`config.mk`:
```
export PLATFORM = sky130hd
export DESIGN_NAME = iir_dac_serializer
export DESIGN_NICKNAME = d
export VERILOG_FILES = /design/src/rtl/iir_dac_serializer.sv
export SDC_FILE = /design/constraint.sdc
export NUM_CORES = 1
export LEC_CHECK = 0
export ABC_AREA = 1
export CORE_MARGIN = 2
export CORE_UTILIZATION = 39
export CTS_BUF_LIST = sky130_fd_sc_hd__clkbuf_2
export DETAILED_ROUTE_END_ITERATION = 12
export DONT_BUFFER_PORTS = 1
export PLACE_DENSITY = 0.57
export SYNTH_ARGS = -nofsm -noshare
export SYNTH_HDL_FRONTEND = slang
export SYNTH_SLANG_ARGS = --single-unit
export TNS_END_PERCENT = 1
```
`constraint.sdc`:
```
create_clock -name clk -period 2.06 [get_ports clk]
set_input_delay 0.412 -clock clk [delete_from_list [all_inputs] [get_ports clk]]
set_output_delay 0.412 -clock clk [all_outputs]
set_load 0.05 [all_outputs]
```
`src/rtl/iir_dac_serializer.sv`:
```
// Output stage for the 8-bit IIR filter: sample FIFO, offset-binary conversion,
// and an MSB-first three-wire serializer (sclk/sdata/cs_n) toward the DAC.
module iir_dac_serializer #(
    parameter int DIV        = 2,
    parameter int DEPTH      = 4,
    parameter bit OFFSET_BIN = 1'b1
) (
    input  logic                       clk,
    input  logic                       rst,
    input  logic [7:0]                 din,
    input  logic                       din_valid,
    output logic                       sclk,
    output logic                       sdata,
    output logic                       cs_n,
    output logic                       busy,
    output logic                       overflow,
    output logic [$clog2(DEPTH):0]     fifo_level
);

    localparam int AW = $clog2(DEPTH);
    localparam int LW = AW + 1;
    localparam logic [7:0]    DIV_LAST = 8'(DIV - 1);
    localparam logic [LW-1:0] FULL_LVL = LW'(DEPTH);

    typedef enum logic [1:0] {
        IDLE,
        SHIFT,
        GAP
    } state_t;

    logic [7:0]    mem [DEPTH];
    logic [AW-1:0] wr_ptr_q, wr_ptr_d;
    logic [AW-1:0] rd_ptr_q, rd_ptr_d;
    logic [LW-1:0] count_q, count_d;
    logic          overflow_q, overflow_d;

    state_t        state_q, state_d;
    logic [7:0]    div_cnt_q, div_cnt_d;
    logic [2:0]    bit_cnt_q, bit_cnt_d;
    logic [7:0]    shreg_q, shreg_d;
    logic          sclk_q, sclk_d;
    logic          sdata_q, sdata_d;
    logic          cs_n_q, cs_n_d;
    logic          busy_q, busy_d;

    logic          pop, push, full;
    logic [7:0]    head, code;

    // A full FIFO can still take a sample when the head leaves on the same edge.
    always_comb begin
        pop        = (state_q == IDLE) && (count_q != '0);
        full       = (count_q == FULL_LVL);
        push       = din_valid && (!full || pop);
        head       = mem[rd_ptr_q];
        code       = OFFSET_BIN ? {~head[7], head[6:0]} : head;
        wr_ptr_d   = push ? wr_ptr_q + AW'(1) : wr_ptr_q;
        rd_ptr_d   = pop  ? rd_ptr_q + AW'(1) : rd_ptr_q;
        overflow_d = overflow_q | (din_valid & ~push);
        unique case ({push, pop})
            2'b10:   count_d = count_q + LW'(1);
            2'b01:   count_d = count_q - LW'(1);
            default: count_d = count_q;
        endcase
    end

    // NOTE: sample storage has no reset; the pointers and count define validity.
    always_ff @(posedge clk) begin
        if (push) mem[wr_ptr_q] <= din;
    end

    always_comb begin
        // NOTE: every output of this block gets a default first so no latch is inferred.
        state_d   = state_q;
        div_cnt_d = div_cnt_q;
        bit_cnt_d = bit_cnt_q;
        shreg_d   = shreg_q;
        sclk_d    = sclk_q;
        sdata_d   = sdata_q;
        cs_n_d    = cs_n_q;
        busy_d    = busy_q;
        unique case (state_q)
            IDLE: begin
                cs_n_d  = 1'b1;
                sclk_d  = 1'b0;
                sdata_d = 1'b0;
                busy_d  = 1'b0;
                if (pop) begin
                    state_d   = SHIFT;
                    shreg_d   = code;
                    sdata_d   = code[7];
                    cs_n_d    = 1'b0;
                    busy_d    = 1'b1;
                    div_cnt_d = '0;
                    bit_cnt_d = '0;
                end
            end
            SHIFT: begin
                if (div_cnt_q == DIV_LAST) begin
                    div_cnt_d = '0;
                    if (!sclk_q) begin
                        sclk_d = 1'b1;
                    end else if (bit_cnt_q == 3'd7) begin
                        state_d = GAP;
                        sclk_d  = 1'b0;
                        sdata_d = 1'b0;
                        cs_n_d  = 1'b1;
                    end else begin
                        // Data only moves on the falling sclk edge so the DAC sees it stable.
                        sclk_d    = 1'b0;
                        shreg_d   = shreg_q << 1;
                        sdata_d   = shreg_q[6];
                        bit_cnt_d = bit_cnt_q + 3'd1;
                    end
                end else begin
                    div_cnt_d = div_cnt_q + 8'd1;
                end
            end
            GAP: begin
                if (div_cnt_q == DIV_LAST) begin
                    div_cnt_d = '0;
                    state_d   = IDLE;
                    busy_d    = 1'b0;
                end else begin
                    div_cnt_d = div_cnt_q + 8'd1;
                end
            end
            default: state_d = IDLE;
        endcase
    end

    // NOTE: state registers use non-blocking assignments so all flops update together.
    always_ff @(posedge clk or posedge rst) begin
        if (rst) begin
            wr_ptr_q   <= '0;
            rd_ptr_q   <= '0;
            count_q    <= '0;
            overflow_q <= 1'b0;
            state_q    <= IDLE;
            div_cnt_q  <= '0;
            bit_cnt_q  <= '0;
            shreg_q    <= '0;
            sclk_q     <= 1'b0;
            sdata_q    <= 1'b0;
            cs_n_q     <= 1'b1;
            busy_q     <= 1'b0;
        end else begin
            wr_ptr_q   <= wr_ptr_d;
            rd_ptr_q   <= rd_ptr_d;
            count_q    <= count_d;
            overflow_q <= overflow_d;
            state_q    <= state_d;
            div_cnt_q  <= div_cnt_d;
            bit_cnt_q  <= bit_cnt_d;
            shreg_q    <= shreg_d;
            sclk_q     <= sclk_d;
            sdata_q    <= sdata_d;
            cs_n_q     <= cs_n_d;
            busy_q     <= busy_d;
        end
    end

    assign sclk       = sclk_q;
    assign sdata      = sdata_q;
    assign cs_n       = cs_n_q;
    assign busy       = busy_q;
    assign overflow   = overflow_q;
    assign fifo_level = count_q;

endmodule
```
==> metrics.md, run 1 <==
| Metric | Value |
|---|---|
| Synth cell types | 34 |
| Area of the die | 0.00875 mm^2 |
| Core box area | 0.00777 mm^2 |
| Synth Net Count | 353 |
| Diodes inserted | 0 |
| Detailed-route wire length per cell | 13.0 um |
| Synthesis Warnings | 0 |
| Max-slew violations | 0 |
| Commonest non-fill, non-tap cells in the layout | nand2_1 (102), edfxtp_1 (32), nand3_1 (30) |
| Highest clock rate | 510 MHz |
| First-pass GRT wire length | 10.4 mm |
| Max clock buf depth | 2 |
| R2R cell count | 11 |
| CTS Sinks | 64 |
| Top cells by area in the synthesized netlist | edfxtp_1 (31%), dfrtp_1 (25%), nand2_1 (12%) |
| Setup Viol. Count Final | 0 |
| Worst-Skew Late Latency | 0.51 ns |
| Mapped Cells | 329 |
| Routed vias/inst | 4.90 |
| Arr. time, crit path | 2.37 ns |
| Largest area contributor in the netlist | edfxtp_1 |
| Unrepaired setup endpoints after global routing | false |
| Initial Utilization | 0.403 |
| Total track usage | 0.154 |
| MaxCap Viol Count | 0 |
| Initial DRC Count | 142 |
| Endpoints failing hold | 0 |
| Share of layout cells above drive strength 1 | 0.148 |
| Vias in the first global route | 2,216 |
| Power Density | 1530 mW/mm^2 |
| FP Rows | 32 |
| Critical Path Start Type | flip-flop |
| DP HPWL | 3.97 mm |
| Slew HR | 0.666 |
| Avg Cell Area, Syn | 9.50 um^2 |
| ANT nets after route | 0 |
| TritonCTS Buffers | 9 |
| Fill count | 789 |
| LEAKAGE | 1.63 nW |
| Fin Setup TNS | 0 ns |
| Status | complete, no violations |
| Crit-path max FO | 3 |
| Post-route DRC violation count | 0 |
| WP data required | 2.47 ns |
| Grt total ovfl | 0 |
| Final Wtd Congestion | 0.728 |
| HP Class | input pin to flip-flop |
| Die width | 93.5 um |
| Port Buf Inserts | 0 |
| Vias post-DR | 2,257 |
| Clock period minus worst slack | 1.96 ns |
| Hold Crit Depth | 3 |
| Seq/Total Area, Yosys | 0.564 |
| Worst Setup End Kind | flip-flop |
| Synthesized cell area | 0.00313 mm^2 |
| Post-synth top area share | 0.307 |
| R2r setup slk | 0.1 ns |
| WS Path Type | flip-flop to flip-flop |
| Commonest non-fill, non-tap cell in the layout | nand2_1 |
| Root Driver | clkbuf_2 |
| Tightest Pin Transition | 0.500 ns |
| Htree depth | 3 |
| Tcrit/Tclk final | 0.952 |
| #FFs+latches synth | 64 |
| # nets final | 378 |
| WL final | 5.99 mm |
| Clock Pin Slew Worst Setup and Hold Paths | 0.19 ns |
| Clk_skew | 0.0279 ns |
| Antenna violations before repair | 0 |
| Die Span Y | 93.5 um |
| First-pass iteration count of the detailed router | 4 |
| Num ports | 19 |
| Hold_ws | 0.166 ns |
| Pin count of the biggest net entering global routing | 27 |
| Layout area overhead | 13.4% |
| CTS tree | built |
| Peak supply drop | 0.000634 V |
==> worst paths after layout <==
kind / end / startpoint
max in group asynchronous: cs_n / rst
min: wr_ptr_q[0] / din_valid
max: fifo_level[2] / state_q[0]
max reg2reg: fifo_level[2] / state_q[0]
min reg2reg: shreg_q[0] / shreg_q[0]
min in group asynchronous: fifo_level[1] / rst
==> where the power goes <==
group	leakage, nW	internal, mW	switching (mW)	total [mW]
Combinational	0.850	0.826	1.62	2.45
Clock	0.0871	0.417	0.525	0.942
Sequential	0.693	1.74	0.311	2.05
Total	1.63	2.98	2.46	5.44
==> synth_stat cells <==
| cell | n |
|---|---|
| nand2_1 | 102 |
| edfxtp_1 | 32 |
| dfrtp_1 | 31 |
| nand3_1 | 30 |
| inv_1 | 28 |
| nor2_1 | 20 |
| nand4_1 | 18 |
| ha_1 | 12 |
| o21ai_0 | 7 |
| a21oi_1 | 5 |
| inv_2 | 5 |
| o21ai_1 | 5 |
| buf_2 | 4 |
| buf_6 | 3 |
| xor2_1 | 3 |
| buf_4 | 2 |
| nand2_2 | 2 |
| nand2_4 | 2 |
| nand3_2 | 2 |
| o21ai_2 | 2 |
| a21o_1 | 1 |
| clkbuf_1 | 1 |
| clkinv_1 | 1 |
| dfstp_2 | 1 |
| fa_1 | 1 |
| mux2i_1 | 1 |
| nand3_4 | 1 |
| nor2_2 | 1 |
| nor2_4 | 1 |
| nor3_1 | 1 |
| o21bai_1 | 1 |
| o22ai_1 | 1 |
| or2_4 | 1 |
| xnor2_1 | 1 |
==> stage by stage <==
step | setup slack [ns] | cells | utilization | power, mW | cell area (um^2)
6_report | 0.0993 | 461 | 0.457 | 5.44 | 3550
5_1_grt | 0.00503 | 461 | 0.457 | 5.94 | 3550
4_1_cts | 0.0938 | 461 | 0.456 | 5.49 | 3540
3_5_place_dp | 0.128 | 435 | 0.424 | 4.53 | 3290
3_3_place_gp | 0.152 | 435 | 0.424 | 4.49 | 3290
2_1_floorplan | 0.00491 | 329 | - | 3.99 | 3130
==> critical path: stages (launching register included) <==
cell and delay, ns:
dfrtp_1 0.41, inv_1 0.07, ha_1 0.22, nand2_2 0.09, nand3_2 0.09, nand2_4 0.08, ha_1 0.13, inv_1 0.08
fa_2 0.35, a21oi_2 0.12, o21ai_1 0.08, xor2_1 0.14
==> metal layers <==
layer	part of all wire	vias up	GRT usage
met1	0.48	1067	0.202
met4	0.012	0	0.0580
met5	0	-	0
li1	-	1145	-
met2	0.47	35	0.246
met3	0.040	10	0.0403
==> logic make-up (layout without fill, tap and decap cells) <==
| family | count (synthesis) | in the layout | share of synthesized area |
|---|---|---|---|
| AO/OA/AOI/OAI | 22 | 22 | 0.0396 |
| XOR/XNOR | 4 | 4 | 0.0112 |
| multiplexers | 1 | 1 | 0.00320 |
| buffers and inverters | 44 | 74 | 0.0640 |
| flip-flops | 64 | 64 | 0.564 |
| AND/OR/NAND/NOR | 181 | 181 | 0.264 |
| adder cells (fa/ha/maj) | 13 | 13 | 0.0544 |
==> registers in the layout (all words and copies together), names as in the netlist <==
register / flops
div_cnt_q: 8
cs_n: 1
sdata: 1
shreg_q: 7
wr_ptr_q: 2
fifo_level: 3
state_q: 2
bit_cnt_q: 3
mem: 32
rd_ptr_q: 2
busy: 1
sclk: 1
overflow: 1
==> cell type report <==
cell class | instances | area, um^2 | area share
Sequential cell | 64 | 1770 | 0.498
Tap cell | 102 | 128 | 0.0360
Inverter | 34 | 128 | 0.0360
Clock inverter | 7 | 104 | 0.0293
Timing Repair Buffer | 24 | 205 | 0.0579
Multi-Input combinational cell | 221 | 1170 | 0.330
Clock buffer | 9 | 45.0 | 0.0127
==> timing repair <==
item	CTS	global route
resized for setup	0	1
setup endpoints to repair	0	1
buffers inserted	0	0
hold endpoints to repair	39	0
hold buffers	10	0
Note: power is estimated with default switching activity, not from simulation.
==> run 2: changes to the inputs <==
--- a/config.mk
+++ b/config.mk
@@ -6,12 +6,14 @@
 export NUM_CORES = 1
 export LEC_CHECK = 0
 export ABC_AREA = 1
+export CELL_PAD_IN_SITES_DETAIL_PLACEMENT = 1
+export CELL_PAD_IN_SITES_GLOBAL_PLACEMENT = 1
 export CORE_MARGIN = 2
 export CORE_UTILIZATION = 39
 export CTS_BUF_LIST = sky130_fd_sc_hd__clkbuf_2
 export DETAILED_ROUTE_END_ITERATION = 12
 export DONT_BUFFER_PORTS = 1
-export PLACE_DENSITY = 0.57
+export PLACE_DENSITY = 0.69
 export SYNTH_ARGS = -nofsm -noshare
 export SYNTH_HDL_FRONTEND = slang
 export SYNTH_SLANG_ARGS = --single-unit
==> metrics.md, run 2 (same netlist as run 1, synthesis figures left out) <==
| Metric | Value |
|---|---|
| Worst flop-to-flop path startpoint | fifo_level[0] |
| Die width | 93.5 um (unchanged) |
| Max-slew violations | 0 (unchanged) |
| GRT busiest layer | met2 |
| Hold Crit Depth | 3 (unchanged) |
| Detailed-route wire length per cell | 15.7 um (+21%) |
| Worst-Skew Late Latency | 0.53 ns (+0.02 ns) |
| Final Util | 0.461 (+0.00483) |
| GR Util met2 | 0.309 (+0.0629) |
| Crit-path max FO | 3 (unchanged) |
| Critical Path Start Type | flip-flop |
| Layout area overhead | 14.6% |
| Critical Path Sink | fifo_level[2] |
| Area of the die | 0.00875 mm^2 (unchanged) |
| Worst Setup End Kind | flip-flop |
| TritonCTS Buffers | 9 (unchanged) |
| # nets final | 383 (+1.3%) |
| R2r setup slk | 0.08 ns (-0.02 ns) |
| Clk_skew | 0.0214 ns (-0.00650 ns) |
| CTS Sinks | 64 (unchanged) |
| Grt total ovfl | 0 (unchanged) |
| Die Span Y | 93.5 um (unchanged) |
| Met3 GRT Util | 0.0467 (+0.00645) |
| Max clock buf depth | 2 (unchanged) |
| Commonest non-fill, non-tap cells in the layout | nand2_1 (101), edfxtp_1 (32), nand3_1 (30) |
| Clock period minus worst slack | 1.98 ns (+0.0151 ns) |
| Arr. time, crit path | 2.39 ns (+0.02 ns) |
| Setup Viol. Count Final | 0 (unchanged) |
| Num ports | 19 (unchanged) |
| Vias in the first global route | 2,551 (+15%) |
| Port Buf Inserts | 0 (unchanged) |
| WP data required | 2.48 ns (about the same) |
| Antenna violations before repair | 0 (unchanged) |
| Initial Utilization | 0.403 (unchanged) |
| Tcrit/Tclk final | 0.959 (+0.00732) |
| HP Class | input pin to flip-flop |
| Setup ws final | 0.0842 ns (-0.0151 ns) |
| Fin Setup TNS | 0 ns (unchanged) |
| Met1 Use GR | 0.244 (+0.0418) |
| Placed instance count | 437 (+0.46%) |
| Peak supply drop | 0.000801 V (+26%) |
| First-pass GRT wire length | 12.5 mm (+20%) |
| Post-route DRC violation count | 0 (unchanged) |
| LEAKAGE | 1.64 nW (+0.60%) |
| Power Density | 1560 mW/mm^2 (+1.9%) |
| Multi-input logic area | 0.00119 mm^2 (+2.0%) |
| Commonest non-fill, non-tap cell in the layout | nand2_1 |
| Routed vias/inst | 4.94 (+0.81%) |
| WL final | 7.32 mm (+22%) |
| First-pass iteration count of the detailed router | 6 (+2) |
| Root Driver | clkbuf_2 |
| Hold_ws | 0.160 ns (-0.00538 ns) |
| Largest regs | mem x32, div_cnt_q x8, shreg_q x7 |
| Htree depth | 3 (unchanged) |
| MaxCap Viol Count | 0 (unchanged) |
| Total track usage | 0.190 (+0.0353) |
| Fill count | 893 (+13%) |
| FP Rows | 32 (unchanged) |
| Vias post-DR | 2,300 (+1.9%) |
| Highest clock rate | 506 MHz (-0.76%) |
| Diodes inserted | 0 (unchanged) |
| CTS tree | built |
| Initial DRC Count | 79 (-44%) |
| Pin count of the biggest net entering global routing | 33 (+22%) |
| WS Path Type | flip-flop to flip-flop |
| Tightest Pin Transition | 0.549 ns (+0.0487 ns) |
| Crit path launch | fifo_level[0] |
| DP HPWL | 4.95 mm (+25%) |
| ANT nets after route | 0 (unchanged) |
| Final Wtd Congestion | 0.743 (+2.1%) |
| Core box area | 0.00777 mm^2 (unchanged) |
| Unrepaired setup endpoints after global routing | true |
| Slew HR | 0.634 (-0.0325) |
| R2R cell count | 11 (unchanged) |
| Clock Pin Slew Worst Setup and Hold Paths | 0.21 ns (+0.02 ns) |
| FF+latch area | 0.00177 mm^2 (unchanged) |
| Biggest register | mem |
| Status | complete, no violations |
| Endpoints failing hold | 0 (unchanged) |
| Share of layout cells above drive strength 1 | 0.165 (+0.0172) |
| Non-filler instance count after layout | 466 (+1.1%) |
| Number of flip-flops in the largest register | 32 (unchanged) |
| Setup Slack @ Placement | -0.0462 ns (-0.174 ns) |
| Reg-to-reg critical path endpoint | fifo_level[2] |
run 2: routing by layer:
metal  wire, um  share of wire  vias up
li1           -              -     1149
met1       3470           0.47     1118
met2       3520           0.48       25
met3        215          0.029        8
met4        116          0.016        0
met5          0              0        -
run 2: what timing repair did:
| action | 4_1_cts | 5_1_grt |
|---|---|---|
| pin swaps | 1 | 2 |
| endpoints found under the setup margin | 1 | 2 |
| endpoints found under the hold margin | 64 | 0 |
| hold buffers | 10 | 0 |
| gates resized for setup | 1 | 5 |
| buffers inserted | 1 | 2 |
run 2: critical path, cell delays in order (launching register included):
cell	delay (ns)
dfrtp_2	0.47
nor2_4	0.15
nand2_2	0.08
nand2_4	0.09
nand3_4	0.07
nand2_4	0.07
ha_1	0.13
inv_1	0.07
fa_2	0.35
a21oi_1	0.12
o21ai_1	0.10
xor2_1	0.16
run 2: worst min-delay path by stage:
stage,start,endpoint
3_5_place_dp,rst,div_cnt_q[0]
5_1_grt,din_valid,wr_ptr_q[1]
4_1_cts,din_valid,wr_ptr_q[0]
3_3_place_gp,rst,div_cnt_q[0]
2_1_floorplan,bit_cnt_q[1],bit_cnt_q[1]
6_report,din_valid,wr_ptr_q[0]
run 2: power breakdown:
group          switching, mW  internal (mW)
Clock                  0.526          0.292
Sequential             0.295           1.74
Combinational           1.81          0.938
run 2: final cells by class:
class,instances,share of cell area
sequential,64,0.493
multi-input combinational,221,0.333
timing repair buffer,29,0.0677
inverter,34,0.0356
tap,102,0.0356
clock inverter,7,0.0223
clock buffer,9,0.0126
run 2: through the flow:
step           power (mW)  instance area (um^2)
2_1_floorplan        3.99                  3130
3_3_place_gp         4.58                  3310
3_5_place_dp         4.72                  3310
4_1_cts              5.58                  3540
5_1_grt              6.12                  3580
6_report             5.60                  3580
